[config.mk]
export PLATFORM = sky130hd
export DESIGN_NAME = wb_sequencer
export DESIGN_NICKNAME = d
export VERILOG_FILES = /design/src/rtl/wb_pkg.sv /design/src/rtl/wb_pending_slot.sv /design/src/rtl/wb_sequencer.sv
export SDC_FILE = /design/constraint.sdc
export NUM_CORES = 1
export LEC_CHECK = 0
export CORE_UTILIZATION = 40
export CTS_BUF_LIST = sky130_fd_sc_hd__clkbuf_4 sky130_fd_sc_hd__clkbuf_8
export DETAILED_ROUTE_END_ITERATION = 12
export GPL_TIMING_DRIVEN = 0
export HOLD_SLACK_MARGIN = 0.08
export PLACE_DENSITY = 0.71
export SLEW_MARGIN = 30
export SYNTH_ARGS = -nofsm -noshare
export SYNTH_HDL_FRONTEND = slang
export SYNTH_SLANG_ARGS = --single-unit
[constraint.sdc]
create_clock -name clk -period 2.9 [get_ports clk]
set_input_delay 0.58 -clock clk [delete_from_list [all_inputs] [get_ports clk]]
set_output_delay 0.58 -clock clk [all_outputs]
set_load 0.01 [all_outputs]
[src/rtl/wb_pkg.sv]
// Shared types and constants for the write-back sequencer.
// Covers state encoding, source/destination codes and source classification.
package wb_pkg;

  localparam int unsigned SRC_W = 4;
  localparam int unsigned DST_W = 2;

  typedef enum logic [2:0] {
    ST_IDLE     = 3'd0,
    ST_WAIT_MEM = 3'd1,
    ST_WAIT_MD  = 3'd2,
    ST_WRITE    = 3'd3,
    ST_ERR      = 3'd4
  } state_t;

  localparam logic [SRC_W-1:0] SRC_ALU   = 4'b0000;
  localparam logic [SRC_W-1:0] SRC_MEM   = 4'b0001;
  localparam logic [SRC_W-1:0] SRC_HI    = 4'b0010;
  localparam logic [SRC_W-1:0] SRC_LO    = 4'b0011;
  localparam logic [SRC_W-1:0] SRC_PC8   = 4'b0100;
  localparam logic [SRC_W-1:0] SRC_SHIFT = 4'b0101;
  localparam logic [SRC_W-1:0] SRC_IMM   = 4'b0110;
  localparam logic [SRC_W-1:0] SRC_VEC   = 4'b0111;
  localparam logic [SRC_W-1:0] SRC_LDX   = 4'b1000;

  localparam logic [DST_W-1:0] DST_RT = 2'd0;
  localparam logic [DST_W-1:0] DST_RD = 2'd1;
  localparam logic [DST_W-1:0] DST_RA = 2'd2;
  localparam logic [DST_W-1:0] DST_SP = 2'd3;

  typedef struct packed {
    logic [SRC_W-1:0] src;
    logic [DST_W-1:0] dst;
  } wb_entry_t;

  function automatic logic is_mem_src(input logic [SRC_W-1:0] src);
    return (src == SRC_MEM) || (src == SRC_LDX);
  endfunction

  function automatic logic is_md_src(input logic [SRC_W-1:0] src);
    return (src == SRC_HI) || (src == SRC_LO);
  endfunction

endpackage

[src/rtl/wb_pending_slot.sv]
// One-entry holding buffer for a write-back request that arrived while busy.
// A simultaneous pop and push replaces the entry and keeps the slot full.
module wb_pending_slot
  import wb_pkg::*;
(
  input  logic      clk,
  input  logic      reset,
  input  logic      push,
  input  logic      pop,
  input  logic      flush,
  input  wb_entry_t din,
  output wb_entry_t dout,
  output logic      full,
  output logic      full_nxt_c
);

  always_comb begin
    full_nxt_c = full;
    if (flush)     full_nxt_c = 1'b0;
    else if (push) full_nxt_c = 1'b1;
    else if (pop)  full_nxt_c = 1'b0;
  end

  always_ff @(posedge clk) begin
    if (reset) begin
      full <= 1'b0;
      dout <= '0;
    end else begin
      full <= full_nxt_c;
      if (push && !flush) dout <= din;
    end
  end

endmodule

[src/rtl/wb_sequencer.sv]
// Write-back controller: waits for the selected source to become valid, then
// issues a single-cycle register-file write; one request may be queued behind.
module wb_sequencer
  import wb_pkg::*;
#(
  parameter int unsigned MEM_LAT    = 2,
  parameter int unsigned MD_TIMEOUT = 40,
  parameter int unsigned CNT_W      = 6
) (
  input  logic             clk,
  input  logic             reset,
  input  logic             wb_req,
  input  logic [SRC_W-1:0] wb_src,
  input  logic [DST_W-1:0] wb_dst,
  input  logic             md_done,
  input  logic             flush,
  output logic [SRC_W-1:0] mem_to_reg,
  output logic [DST_W-1:0] reg_dst,
  output logic             reg_write,
  output logic             wb_busy,
  output logic             wb_done,
  output logic             wb_err,
  output logic             wb_overrun
);

  localparam logic [CNT_W-1:0] MEM_LAST = CNT_W'((MEM_LAT > 0) ? MEM_LAT - 1 : 0);
  localparam logic [CNT_W-1:0] MD_LAST  = CNT_W'(MD_TIMEOUT - 1);
  localparam logic [CNT_W-1:0] CNT_MAX  = '1;

  state_t           state, state_n;
  logic [CNT_W-1:0] cnt, cnt_n, cnt_inc;
  logic             slot_full, slot_full_n;
  wb_entry_t        slot_q, new_req, disp_req;
  logic             push, pop, disp, overrun_n, taken_direct;

  assign new_req = '{src: wb_src, dst: wb_dst};
  assign cnt_inc = (cnt == CNT_MAX) ? cnt : cnt + CNT_W'(1);

  wb_pending_slot u_slot (
    .clk        (clk),
    .reset      (reset),
    .push       (push),
    .pop        (pop),
    .flush      (flush),
    .din        (new_req),
    .dout       (slot_q),
    .full       (slot_full),
    .full_nxt_c (slot_full_n)
  );

  always_ff @(posedge clk) begin
    if (reset) begin
      state <= ST_IDLE;
      cnt   <= '0;
    end else begin
      state <= state_n;
      cnt   <= cnt_n;
    end
  end

  // Next state, counter and slot control; the queued entry has dispatch priority.
  always_comb begin
    state_n      = state;
    cnt_n        = cnt;
    push         = 1'b0;
    pop          = 1'b0;
    disp         = 1'b0;
    disp_req     = '0;
    overrun_n    = 1'b0;
    taken_direct = 1'b0;
    if (flush) begin
      state_n = ST_IDLE;
      cnt_n   = '0;
    end else begin
      unique case (state)
        ST_WAIT_MEM: begin
          if (cnt == MEM_LAST) state_n = ST_WRITE;
          else                 cnt_n   = cnt_inc;
        end
        ST_WAIT_MD: begin
          if (md_done)             state_n = ST_WRITE;
          else if (cnt == MD_LAST) state_n = ST_ERR;
          else                     cnt_n   = cnt_inc;
        end
        default: begin
          if (slot_full) begin
            disp     = 1'b1;
            disp_req = slot_q;
            pop      = 1'b1;
          end else if (wb_req) begin
            disp         = 1'b1;
            disp_req     = new_req;
            taken_direct = 1'b1;
          end else begin
            state_n = ST_IDLE;
          end
        end
      endcase

      if (wb_req && !taken_direct) begin
        if (!slot_full || pop) push      = 1'b1;
        else                   overrun_n = 1'b1;
      end

      if (disp) begin
        cnt_n = '0;
        if (is_md_src(disp_req.src))                      state_n = ST_WAIT_MD;
        else if (is_mem_src(disp_req.src) && MEM_LAT != 0) state_n = ST_WAIT_MEM;
        else                                              state_n = ST_WRITE;
      end
    end
  end

  // Outputs are registered from the next-state view so they align with the state.
  always_ff @(posedge clk) begin
    if (reset) begin
      mem_to_reg <= '0;
      reg_dst    <= '0;
      reg_write  <= 1'b0;
      wb_busy    <= 1'b0;
      wb_done    <= 1'b0;
      wb_err     <= 1'b0;
      wb_overrun <= 1'b0;
    end else begin
      reg_write  <= (state_n == ST_WRITE);
      wb_done    <= (state_n == ST_WRITE);
      wb_err     <= (state_n == ST_ERR);
      wb_overrun <= overrun_n;
      wb_busy    <= (state_n != ST_IDLE) || slot_full_n;
      if (disp) begin
        mem_to_reg <= disp_req.src;
        reg_dst    <= disp_req.dst;
      end else if (state_n == ST_IDLE || state_n == ST_ERR) begin
        mem_to_reg <= '0;
        reg_dst    <= '0;
      end
    end
  end

endmodule

# Word level (Yosys, flattened, before mapping)
# Index checks and enable logic that the tools add are counted.
dict set report totals {
  inputBits 11
  reg_bits 26
  output_inout_bits 11
}
dict set report op_classes {
  n_addsub 1
  n_reduce_logical 18
  muxes 43
  n_eq_ne 14
  bitwise 1
}
# op n
set op_table {}
lappend op_table {{6-bit 2-to-1 mux} 9}
lappend op_table {{3-bit 2-to-1 mux} 7}
lappend op_table {{1-bit 2-to-1 mux} 19}
lappend op_table {{6-bit == test, second input constant} 2}
lappend op_table {{6-bit one-hot mux with 2 select lines} 1}
lappend op_table {{4-bit by 2-bit == test with 1-bit output, second input constant} 2}
lappend op_table {{2-bit 2-to-1 mux} 4}
lappend op_table {{4-bit 2-to-1 mux} 2}
lappend op_table {{6-bit by 1-bit adder with 6-bit output, second input constant} 1}
lappend op_table {{3-bit by 2-bit == test with 1-bit output, second input constant} 2}
lappend op_table {{6-bit by 1-bit == test with 1-bit output, second input constant} 1}
lappend op_table {{2-bit != test, second input constant} 3}
lappend op_table {{3-bit one-hot mux with 2 select lines} 1}
lappend op_table {{3-bit OR reduction} 2}
lappend op_table {{1-bit logical OR} 5}
lappend op_table {{4-bit by 1-bit == test with 1-bit output, second input constant} 1}
lappend op_table {{4-bit == test, second input constant} 1}
lappend op_table {{4-bit AND reduction} 1}
lappend op_table {{2-bit nonzero test} 2}
lappend op_table {{3-bit by 1-bit == test with 1-bit output, second input constant} 1}
lappend op_table {{3-bit == test, second input constant} 1}
lappend op_table {{1-bit zero test} 3}
lappend op_table {{3-bit zero test} 1}
lappend op_table {{3-bit nonzero test} 1}
lappend op_table {{3 further kinds} 4}

# Depth between registers and ports, before layout
# Gate-level depths: netlist of the first run.
dict set report logic_depth {
  ltp_word 14
  ltp_mapped 7
  depth_no_buf 6
}

# Hierarchy
# Synthesis of the first run repeated with hierarchy kept, for this count alone.
dict set report unflattened {
  hier_cells 151
  hier_area_um2 1380.1
}
# module n_inst cells_per_inst area_per_inst_um2
set modules_own_cells {}
lappend modules_own_cells {wb_sequencer 1 120 1064.8}
lappend modules_own_cells {wb_pending_slot 1 31 315.3}

# Worst setup path after synthesis of the first run
# No wires, ideal clock.
dict set report synth_timing {
  path_type {input-to-reg}
  from {input wb_req}
  to {register mem_to_reg[0]}
  setup_ps 128
  setup_slack_ps 1129
  cell_stages 6
  arrival_time_ps 1643
  required_time_ps 2772
  cell_sequence {buf_4 or2_1 o21ai_1 a31oi_2 a32oi_4 o22ai_1}
}
dict set report synth_via {
  elab_chain_len 13
  elab_cells_between_ends 28
  cone_classes {eq/ne (5); mux (18); reduce/logical (5)}
}
# item line_no
set synth_lines {}
lappend synth_lines {{start: declaration} wb_sequencer.sv:12} ;# input logic wb_req,
lappend synth_lines {{6-bit 2-to-1 mux} wb_sequencer.sv:90} ;# end else if (wb_req) begin
lappend synth_lines {{6-bit 2-to-1 mux} wb_sequencer.sv:86} ;# if (slot_full) begin
lappend synth_lines {{6-bit 2-to-1 mux} wb_sequencer.sv:75} ;# unique case (state)
lappend synth_lines {{6-bit 2-to-1 mux} wb_sequencer.sv:71} ;# if (flush) begin
lappend synth_lines {{4-bit by 1-bit == test with 1-bit output or 4-bit == test (tied branches)} wb_pkg.sv:37} ;# return (src == SRC_MEM) || (src == SRC_LDX);
lappend synth_lines {{1-bit logical OR} wb_pkg.sv:37}
lappend synth_lines {{2-bit 2-to-1 mux} wb_sequencer.sv:108} ;# else if (is_mem_src(disp_req.src) && MEM_LAT != 0) state_n = ST_WAIT_MEM;
lappend synth_lines {{2-bit 2-to-1 mux} wb_sequencer.sv:107} ;# if (is_md_src(disp_req.src)) state_n = ST_WAIT_MD;
lappend synth_lines {{3-bit 2-to-1 mux} wb_sequencer.sv:105} ;# if (disp) begin
lappend synth_lines {{3-bit 2-to-1 mux} wb_sequencer.sv:71}
lappend synth_lines {{3-bit == test or 3-bit zero test (tied branches)} wb_sequencer.sv:133} ;# end else if (state_n == ST_IDLE || state_n == ST_ERR) begin
lappend synth_lines {{1-bit logical OR} wb_sequencer.sv:133}
lappend synth_lines {{2-bit nonzero test (no line)} -}
lappend synth_lines {{end signal: assignment} wb_sequencer.sv:131} ;# mem_to_reg <= disp_req.src;
lappend synth_lines {{end: declaration} wb_sequencer.sv:17} ;# output logic [SRC_W-1:0] mem_to_reg,
# Several ways; a longest one is shown, not always the timed one. The select of a mux whose other input is x is not followed.
# A chain may end at the register's enable or synchronous reset.

# Worst setup path in the final report of the first run
dict set report layout_timing {
  from {input wb_req}
  to {register mem_to_reg[3]}
}
# Same word-level chain as after synthesis.

==> results of run 1 <==
-- cell usage after synthesis (2+ instances only) --
cell      count
a21oi_1      12
and3_1        2
buf_4         3
clkbuf_1      4
dfxtp_1      26
ha_1          2
inv_1         3
mux2i_1       6
nand2_1      11
nand2b_1      5
nand3_1       4
nand3b_1      7
nand4_1       2
nor2_1       20
nor3_1        4
nor4b_1       2
o21ai_0       2
o21ai_1       3
o22ai_1       5
or2_1         3
or3_1         2
xnor2_1       3
xor2_1        3
-- metal layers --
| layer | track usage | vias up | share of wire |
|---|---|---|---|
| met2 | 0.283 | 23 | 0.47 |
| li1 | - | 588 | - |
| met4 | 0.0498 | 0 | 0.0069 |
| met1 | 0.239 | 544 | 0.50 |
| met3 | 0.0262 | 2 | 0.024 |
| met5 | 0 | - | 0 |
-- placed cells by master, fill, tap and decap left out, types with 2 or more instances in the layout --
| master | netlist | routed |
|---|---|---|
| o21ai_1 | 3 | 3 |
| clkbuf_4 | 0 | 3 |
| or3_1 | 2 | 2 |
| ha_1 | 2 | 2 |
| nand3b_1 | 7 | 7 |
| xor2_1 | 3 | 3 |
| nor3_1 | 4 | 4 |
| a21oi_1 | 12 | 12 |
| nand4_1 | 2 | 2 |
| o21ai_0 | 2 | 2 |
| o22ai_1 | 5 | 5 |
| clkdlybuf4s50_1 | 0 | 21 |
| nand3_1 | 4 | 4 |
| nor4b_1 | 2 | 2 |
| inv_1 | 3 | 3 |
| nand2b_1 | 5 | 5 |
| nand2_1 | 11 | 11 |
| or2_1 | 3 | 3 |
| clkbuf_1 | 4 | 4 |
| xnor2_1 | 3 | 3 |
| buf_4 | 3 | 3 |
| and3_1 | 2 | 2 |
| mux2i_1 | 6 | 6 |
| dfxtp_1 | 26 | 26 |
| nor2_1 | 20 | 20 |
-- power by group --
group          leakage, nW  internal, mW  switching, mW  total, mW
combinational        0.306        0.0592         0.0691      0.128
clock               0.0138        0.0485          0.101      0.150
sequential           0.211         0.368        0.00720      0.375
-- worst min-delay path: cells and delay by family (launching register included) --
family           cells  cell delay (ps)
AO/OA/AOI/OAI        1               50
AND/OR/NAND/NOR      1               60
flip-flops           1              360
-- metrics by stage --
stage,power [mW],instances,utilization,instance area [µm²],hold WS [ps]
3_3_place_gp,0.506,217,0.513,1590,475
4_1_cts,0.657,220,0.520,1610,508
6_report,0.653,220,0.520,1610,505
2_1_floorplan,0.462,152,-,1330,461
5_1_grt,0.680,220,0.520,1610,527
3_5_place_dp,0.509,217,0.513,1590,483
-- layout make-up --
type	instances	share of cell area
multi-input cells	115	0.466
flip-flops and latches	26	0.323
repair buffers	21	0.130
well taps	44	0.0341
plain buffers	8	0.0256
clock buffers	3	0.0140
inverters	3	0.00698
-- worst max-delay path by stage --
stage / from / endpoint / slack [ps] / depth (start not counted)
floorplan: wb_req / mem_to_reg[0] / 1130 / 6
global placement: wb_req / mem_to_reg[1] / 490 / 7
detailed placement: wb_req / reg_dst[1] / 480 / 7
CTS: wb_req / reg_dst[1] / 820 / 7
global route: wb_req / reg_dst[1] / 660 / 7
finish: wb_req / mem_to_reg[3] / 780 / 7
-- cell families (layout without fill, tap and decap cells) --
logic type | after synthesis | count (layout) | share of synthesized area
buffers and inverters | 11 | 35 | 0.0397
XOR/XNOR | 6 | 6 | 0.0397
multiplexers | 6 | 6 | 0.0453
adder cells (fa/ha/maj) | 2 | 2 | 0.0189
flip-flops | 26 | 26 | 0.393
AO/OA/AOI/OAI | 30 | 30 | 0.168
AND/OR/NAND/NOR | 71 | 71 | 0.296
==> metrics.md, run 1 <==
| Metric | Value |
|---|---|
| Post-synthesis instance area | 1330 µm² |
| Final hold violation count | 0 |
| HP Class | flop to flop |
| Flop-to-flop setup slack | 1010 ps |
| Status | finished, final reports clean |
| Reg clk slew, reported paths | 130 ps |
| Critical Path RT | 3090 ps |
| WHS Endpoint | cnt[1] |
| R2R depth | 6 |
| Die height | 59.6 µm |
| FP Rows | 20 |
| Maximum root-to-sink buffer count | 2 |
| Die W | 59.6 µm |
| Post-route setup TNS | 0 ps |
| Hold path cells | 2 |
| Initial Util | 0.427 |
| Pre-CTS setup slack | 480 ps |
| Starting DRC count in detailed routing | 33 |
| Total gr overflow | 0 |
| Yosys cell types | 41 |
| Synth warnings | 0 |
| Ys async rst share | 0 |
| Fillers | 321 |
| Flops & latches, synth | 26 |
| Sequential cell area | 520 µm² |
| Setup ws final | 782 ps |
| Multi-input gate area | 752 µm² |
| Max cap viols | 0 |
| Vias/cell | 5.26 |
| Post-synth EDFFs | 0 |
| Vias in the first global route | 1071 |
| Top cells by area, synth | dfxtp_1, nor2_1, a21oi_1 |
| Remaining DRCs | 0 |
| Post-Route WL | 2920 µm |
| DR vias | 1157 |
| Layout Nets | 191 |
| Pin count of the biggest net entering global routing | 14 |
| Post-CTS Resized | 0 |
| Critical R2R Launch | cnt[0] |
| Initial DRT Pass Iterations | 4 |
| Cells after synthesis | 152 |
| Initial antenna violation count | 0 |
| Crit-path cells | clkdlybuf4s50_1 > buf_4 > or2_1 > o21ai_1 > a31oi_2 > a32oi_4 > o32ai_1 |
| Hold_buf cts | 0 |
| Die area | 3550 µm² |
| Critical Path AT | 2310 ps |
| Setup crit start kind | primary input |
| # IOs | 22 |
| Post-CTS setup buffers | 0 |
| Predominant post-synthesis flop cell | dfxtp_1 |
| Fraction of the yosys area taken by sequential cells | 0.393 |
| Detail Placement HPWL | 2170 µm |
| Reg-to-Reg End | cnt[3] |
| CP endpoint kind | flop |
| Layout cells sized above 1 | 0.0795 |
| CP bufs+invs | 2 |
| Port bufs | 21 |
| Max_slew headroom | 0.640 |
| Diode count | 0 |
| Routability cong. | 0.842 |
| CP max FO | 10 |
| Total clock sinks | 26 |
| Syn Area/Cell | 8.72 µm² |
| Lkg Pwr | 0.530 nW |
| Final setup viols | 0 |
| CTS tree | yes |
| Share of the synthesized area in the top cell type | 0.393 |
| Syn Nets | 165 |
| Wire per inst | 13.3 µm |
| Min-delay src | cnt[1] |
| Slowest stage delay, CP | 420 ps |
| CTS H-tree lvls | 1 |
| First-pass GRT wire length | 4690 µm |
| Tmin final | 2120 ps |
| CTS Buf Count | 3 |
| Crit path kind | primary input to flop |
| Maximum VDD drop | 0.198 mV |
| Gr usage total | 0.174 |
| Root buf cell | clkbuf_4 |
| Critical Path Slowest Stage Cell | clkdlybuf4s50_1 |
| Final period util | 0.730 |
| Top delay family on crit path | compound AO/OA/AOI/OAI gates |
| Latest clock arrival within the worst-skew pair | 310 ps |
| Leading area contributor after synthesis | dfxtp_1 |
| RSZ-0062 raised after global routing | false |
| Max Freq | 472 MHz |
| Detail Route Antenna Nets | 0 |
| PwrDens | 405 nW/µm² |
| Worst slew pin tran | 539 ps |
| Core area | 3100 µm² |
| Skew final | 2.00 ps |
| Final Slew Violations | 0 |
| Layout area overhead | 21.7% |
No activity file was read; power rests on OpenSTA's default activity.
==> run 2: changes to the inputs <==
Clock period 2.9 ns to 2 ns, I/O delays scaled along.
==> metrics.md, run 2 (synthesis gave the netlist of run 1 again) <==
| Metric | Value |
|---|---|
| Wire per inst | 13.3 µm |
| Reg clk slew, reported paths | 130 ps |
| Placed instance area | 1590 µm² |
| CTS tree | yes |
| PwrDens | 585 nW/µm² |
| Layout Nets | 191 |
| Post-CTS setup buffers | 0 |
| CP endpoint kind | flop |
| Post-route setup TNS | 0 ps |
| Critical Path AT | 2140 ps |
| Tmin final | 1890 ps |
| Routability cong. | 0.842 |
| FP Rows | 20 |
| Die W | 59.6 µm |
| Port bufs | 21 |
| Gr usage total | 0.174 |
| Final period util | 0.944 |
| Diode count | 0 |
| Setup crit start kind | flop |
| Post-route cell area | 1620 µm² |
| Worst slew pin tran | 550 ps |
| Total clock sinks | 26 |
| Die area | 3550 µm² |
| Layout area overhead | 22.3% |
| Starting DRC count in detailed routing | 26 |
| Total gr overflow | 0 |
| Commonest non-fill, non-tap cells in the layout | dfxtp_1, clkdlybuf4s50_1, nor2_1, a21oi_1, nand2_1 |
| Layout cells sized above 1 | 0.0909 |
| Final Slew Violations | 0 |
| Detail Placement HPWL | 2170 µm |
| Detail Route Antenna Nets | 0 |
| Maximum VDD drop | 0.286 mV |
| Final setup viols | 0 |
| Max Freq | 529 MHz |
| HP Class | flop to flop |
| DR vias | 1159 |
| Commonest non-fill, non-tap cell in the layout | dfxtp_1 |
| Post-Route WL | 2920 µm |
| Root buf cell | clkbuf_4 |
| Maximum root-to-sink buffer count | 2 |
| Lkg Pwr | 0.532 nW |
| Initial DRT Pass Iterations | 4 |
| Vias in the first global route | 1071 |
| Core area | 3100 µm² |
| Critical Path RT | 2250 ps |
| Latest clock arrival within the worst-skew pair | 310 ps |
| CTS Buf Count | 3 |
| Initial Util | 0.427 |
| # IOs | 22 |
| First-pass GRT wire length | 4690 µm |
| Status | finished, final reports clean |
| CP max FO | 7 |
| Final hold violation count | 0 |
| Skew final | 1.81 ps |
| Initial antenna violation count | 0 |
| Pin count of the biggest net entering global routing | 14 |
| Max_slew headroom | 0.633 |
| Vias/cell | 5.27 |
| Crit path kind | flop to flop |
| Max cap viols | 0 |
| RSZ-0062 raised after global routing | false |
| Remaining DRCs | 0 |
| Die height | 59.6 µm |
| CTS H-tree lvls | 1 |
-- run 2: path summary, 6_finish.rpt --
check | start | slack (ps) | depth (start not counted) | to
min | cnt[1] | 510 | 2 | cnt[1]
min reg2reg | cnt[1] | 510 | 2 | cnt[1]
max | cnt[0] | 110 | 6 | cnt[3]
max reg2reg | cnt[0] | 110 | 6 | cnt[3]
-- run 2: report_power, final --
| part | internal (mW) | switching, mW |
|---|---|---|
| clock | 0.0704 | 0.146 |
| sequential | 0.533 | 0.0104 |
| combinational | 0.0863 | 0.101 |
| total | 0.690 | 0.258 |
-- run 2: layer usage --
metal  GRT usage  vias to the layer above  wire (µm)
met1       0.239                      544       1440
met2       0.283                       21       1400
met5           0                        -          0
met3      0.0262                        2         71
li1            -                      592          -
met4      0.0498                        0         19
-- run 2: metrics by stage --
step | utilization | power [mW] | cells | hold slack [ps] | worst slack (ps)
5_1_grt | 0.522 | 0.988 | 220 | 527 | 2.49
6_report | 0.522 | 0.948 | 220 | 506 | 111
3_5_place_dp | 0.513 | 0.738 | 217 | 483 | -240
3_3_place_gp | 0.513 | 0.733 | 217 | 475 | -228
2_1_floorplan | - | 0.670 | 152 | 461 | 309
4_1_cts | 0.520 | 0.953 | 220 | 508 | 97.6
-- run 2: cell type report --
class | instances | area [µm²]
plain buffers | 8 | 41.3
clock buffers | 3 | 22.5
fillers | 319 | 1480
inverters | 3 | 11.3
multi-input cells | 115 | 759
flip-flops and latches | 26 | 520
well taps | 44 | 55.1
repair buffers | 21 | 210
-- run 2: worst max-delay path, stage by stage (launching register included) --
cell and delay [ps]:
dfxtp_1 370, ha_1 240, and3_1 220, a32oi_2 270, nand4_2 220, or3_1 360, a21oi_1 150
-- run 2: repair_timing --
action,4_1_cts,5_1_grt
endpoints found under the setup margin,0,6
gates resized for setup,0,2
hold buffers,0,0
==> run 3: changes to the inputs <==
Settings changed: CORE_MARGIN from default to 2, CTS_CLUSTER_DIAMETER from default to 120.
==> metrics.md, run 3 (synthesis gave the netlist of run 1 again) <==
| Metric | Value |
|---|---|
| Lkg Pwr | 0.546 nW |
| Die height | 61.6 µm |
| R2R depth | 6 |
| Initial Util | 0.427 |
| Setup crit start kind | flop |
| First-pass GRT wire length | 4520 µm |
| Detail Route Antenna Nets | 0 |
| Critical Path AT | 2200 ps |
| Final Slew Violations | 0 |
| Tmin final | 1920 ps |
| Commonest non-fill, non-tap cells in the layout | dfxtp_1, clkdlybuf4s50_1, nor2_1, a21oi_1, nand2_1 |
| Util after Layout | 0.532 |
| Post-route setup TNS | 0 ps |
| PwrDens | 665 nW/µm² |
| Total gr overflow | 0 |
| Die area | 3790 µm² |
| Skew final | 4.70 ps |
| Initial antenna violation count | 0 |
| Post-route cell area | 1650 µm² |
| Flop-to-flop setup slack | 80 ps |
| Max cap viols | 0 |
| Min-delay src | reg_dst[1] |
| Hold path cells | 2 |
| Maximum VDD drop | 0.246 mV |
| Vias/cell | 5.25 |
| Reg-to-Reg End | cnt[2] |
| Final hold violation count | 0 |
| Diode count | 0 |
| CTS H-tree lvls | 1 |
| Wire per inst | 13.0 µm |
| Initial DRT Pass Iterations | 4 |
| Status | finished, final reports clean |
| CTS tree | yes |
| Die W | 61.6 µm |
| Fillers | 321 |
| Routability cong. | 0.785 |
| Worst slew pin tran | 544 ps |
| Max Freq | 520 MHz |
| Vias in the first global route | 1009 |
| WHS Endpoint | reg_dst[1] |
| Seq pwr share | 0.495 |
| Non-filler cells, final | 221 |
| Final period util | 0.962 |
| Switching power | 0.274 mW |
| Final setup viols | 0 |
| Layout Nets | 191 |
| Layout cells sized above 1 | 0.0847 |
| Post-Route WL | 2870 µm |
| Commonest non-fill, non-tap cell in the layout | dfxtp_1 |
| # IOs | 22 |
| CTS Buf Count | 3 |
| DR vias | 1160 |
| Max_slew headroom | 0.636 |
| Total clock sinks | 26 |
| Switch share | 0.250 |
| RSZ-0062 raised after global routing | false |
| Critical Path RT | 2280 ps |
| Remaining DRCs | 0 |
| Port bufs | 21 |
| Cells after DPL | 217 |
| Core area | 3100 µm² |
| Latest clock arrival within the worst-skew pair | 340 ps |
| Fin Hold WS | 512 ps |
| Comb power frac | 0.170 |
| CP endpoint kind | flop |
| Pin count of the biggest net entering global routing | 16 |
| Critical R2R Launch | cnt[0] |
| Internal power | 0.823 mW |
| Maximum root-to-sink buffer count | 2 |
| FP Rows | 20 |
| Root buf cell | clkbuf_4 |
| Starting DRC count in detailed routing | 27 |
| Gr usage total | 0.162 |
| Placed instance area | 1590 µm² |
| Hold_buf cts | 0 |
| CP max FO | 7 |
| Clock power share | 0.335 |
| HP Class | flop to flop |
| Crit path kind | flop to flop |
| Layout area overhead | 24.6% |
| Detail Placement HPWL | 2160 µm |
| Reg clk slew, reported paths | 140 ps |
## run 3: cell count changes in the layout (fill, tap and decap cells not counted), sizes merged
cell and change:
bufinv +1
## run 3: worst max-delay path by stage
stage	startpoint	to	slack, ps	depth (start not counted)
floorplan	cnt[0]	cnt[3]	310	6
global placement	wb_req	mem_to_reg[1]	-220	7
detailed placement	wb_req	mem_to_reg[0]	-250	7
CTS	cnt[0]	cnt[2]	70	6
global route	cnt[0]	cnt[2]	7	6
finish	cnt[0]	cnt[2]	80	6
## run 3: layout make-up
cell class	count	area (µm²)	area share
Clock buffer	3	22.5	0.0136
Clock inverter	1	30.0	0.0182
Timing Repair Buffer	21	210	0.127
Multi-Input combinational cell	115	761	0.461
Buffer	8	41.3	0.0250
Tap cell	44	55.1	0.0333
Sequential cell	26	520	0.315
Inverter	3	11.3	0.00682
## run 3: power by group through the flow
stage               Clock [mW]  Combinational, mW  Sequential [mW]
finish                   0.367              0.187            0.543
detailed placement           0              0.183            0.555
global placement             0              0.179            0.554
CTS                      0.375              0.184            0.544
floorplan                    0              0.114            0.557
global route             0.387              0.203            0.545
## run 3: worst max-delay path: stages, from the launching register on
cell and delay, ps:
dfxtp_1 380, ha_1 250, and3_1 220, a32oi_2 330, nand4_4 180, or3_1 350
a21oi_1 150
## run 3: per-stage QoR
step	total power, mW	worst slack [ps]
2_1_floorplan	0.670	309
3_3_place_gp	0.733	-217
3_5_place_dp	0.737	-248
4_1_cts	1.10	70.8
5_1_grt	1.14	6.66
6_report	1.10	75.6
## run 3: per-layer routing
metal	track usage	up-vias	share of wire
li1	-	588	-
met5	0	-	0
met2	0.259	31	0.45
met1	0.218	536	0.49
met4	0.0638	0	0.016
met3	0.0252	5	0.046
## run 3: repair_timing
item | CTS | global route
setup buffers | 0 | 0
resized for setup | 0 | 1
setup endpoints to repair | 0 | 3
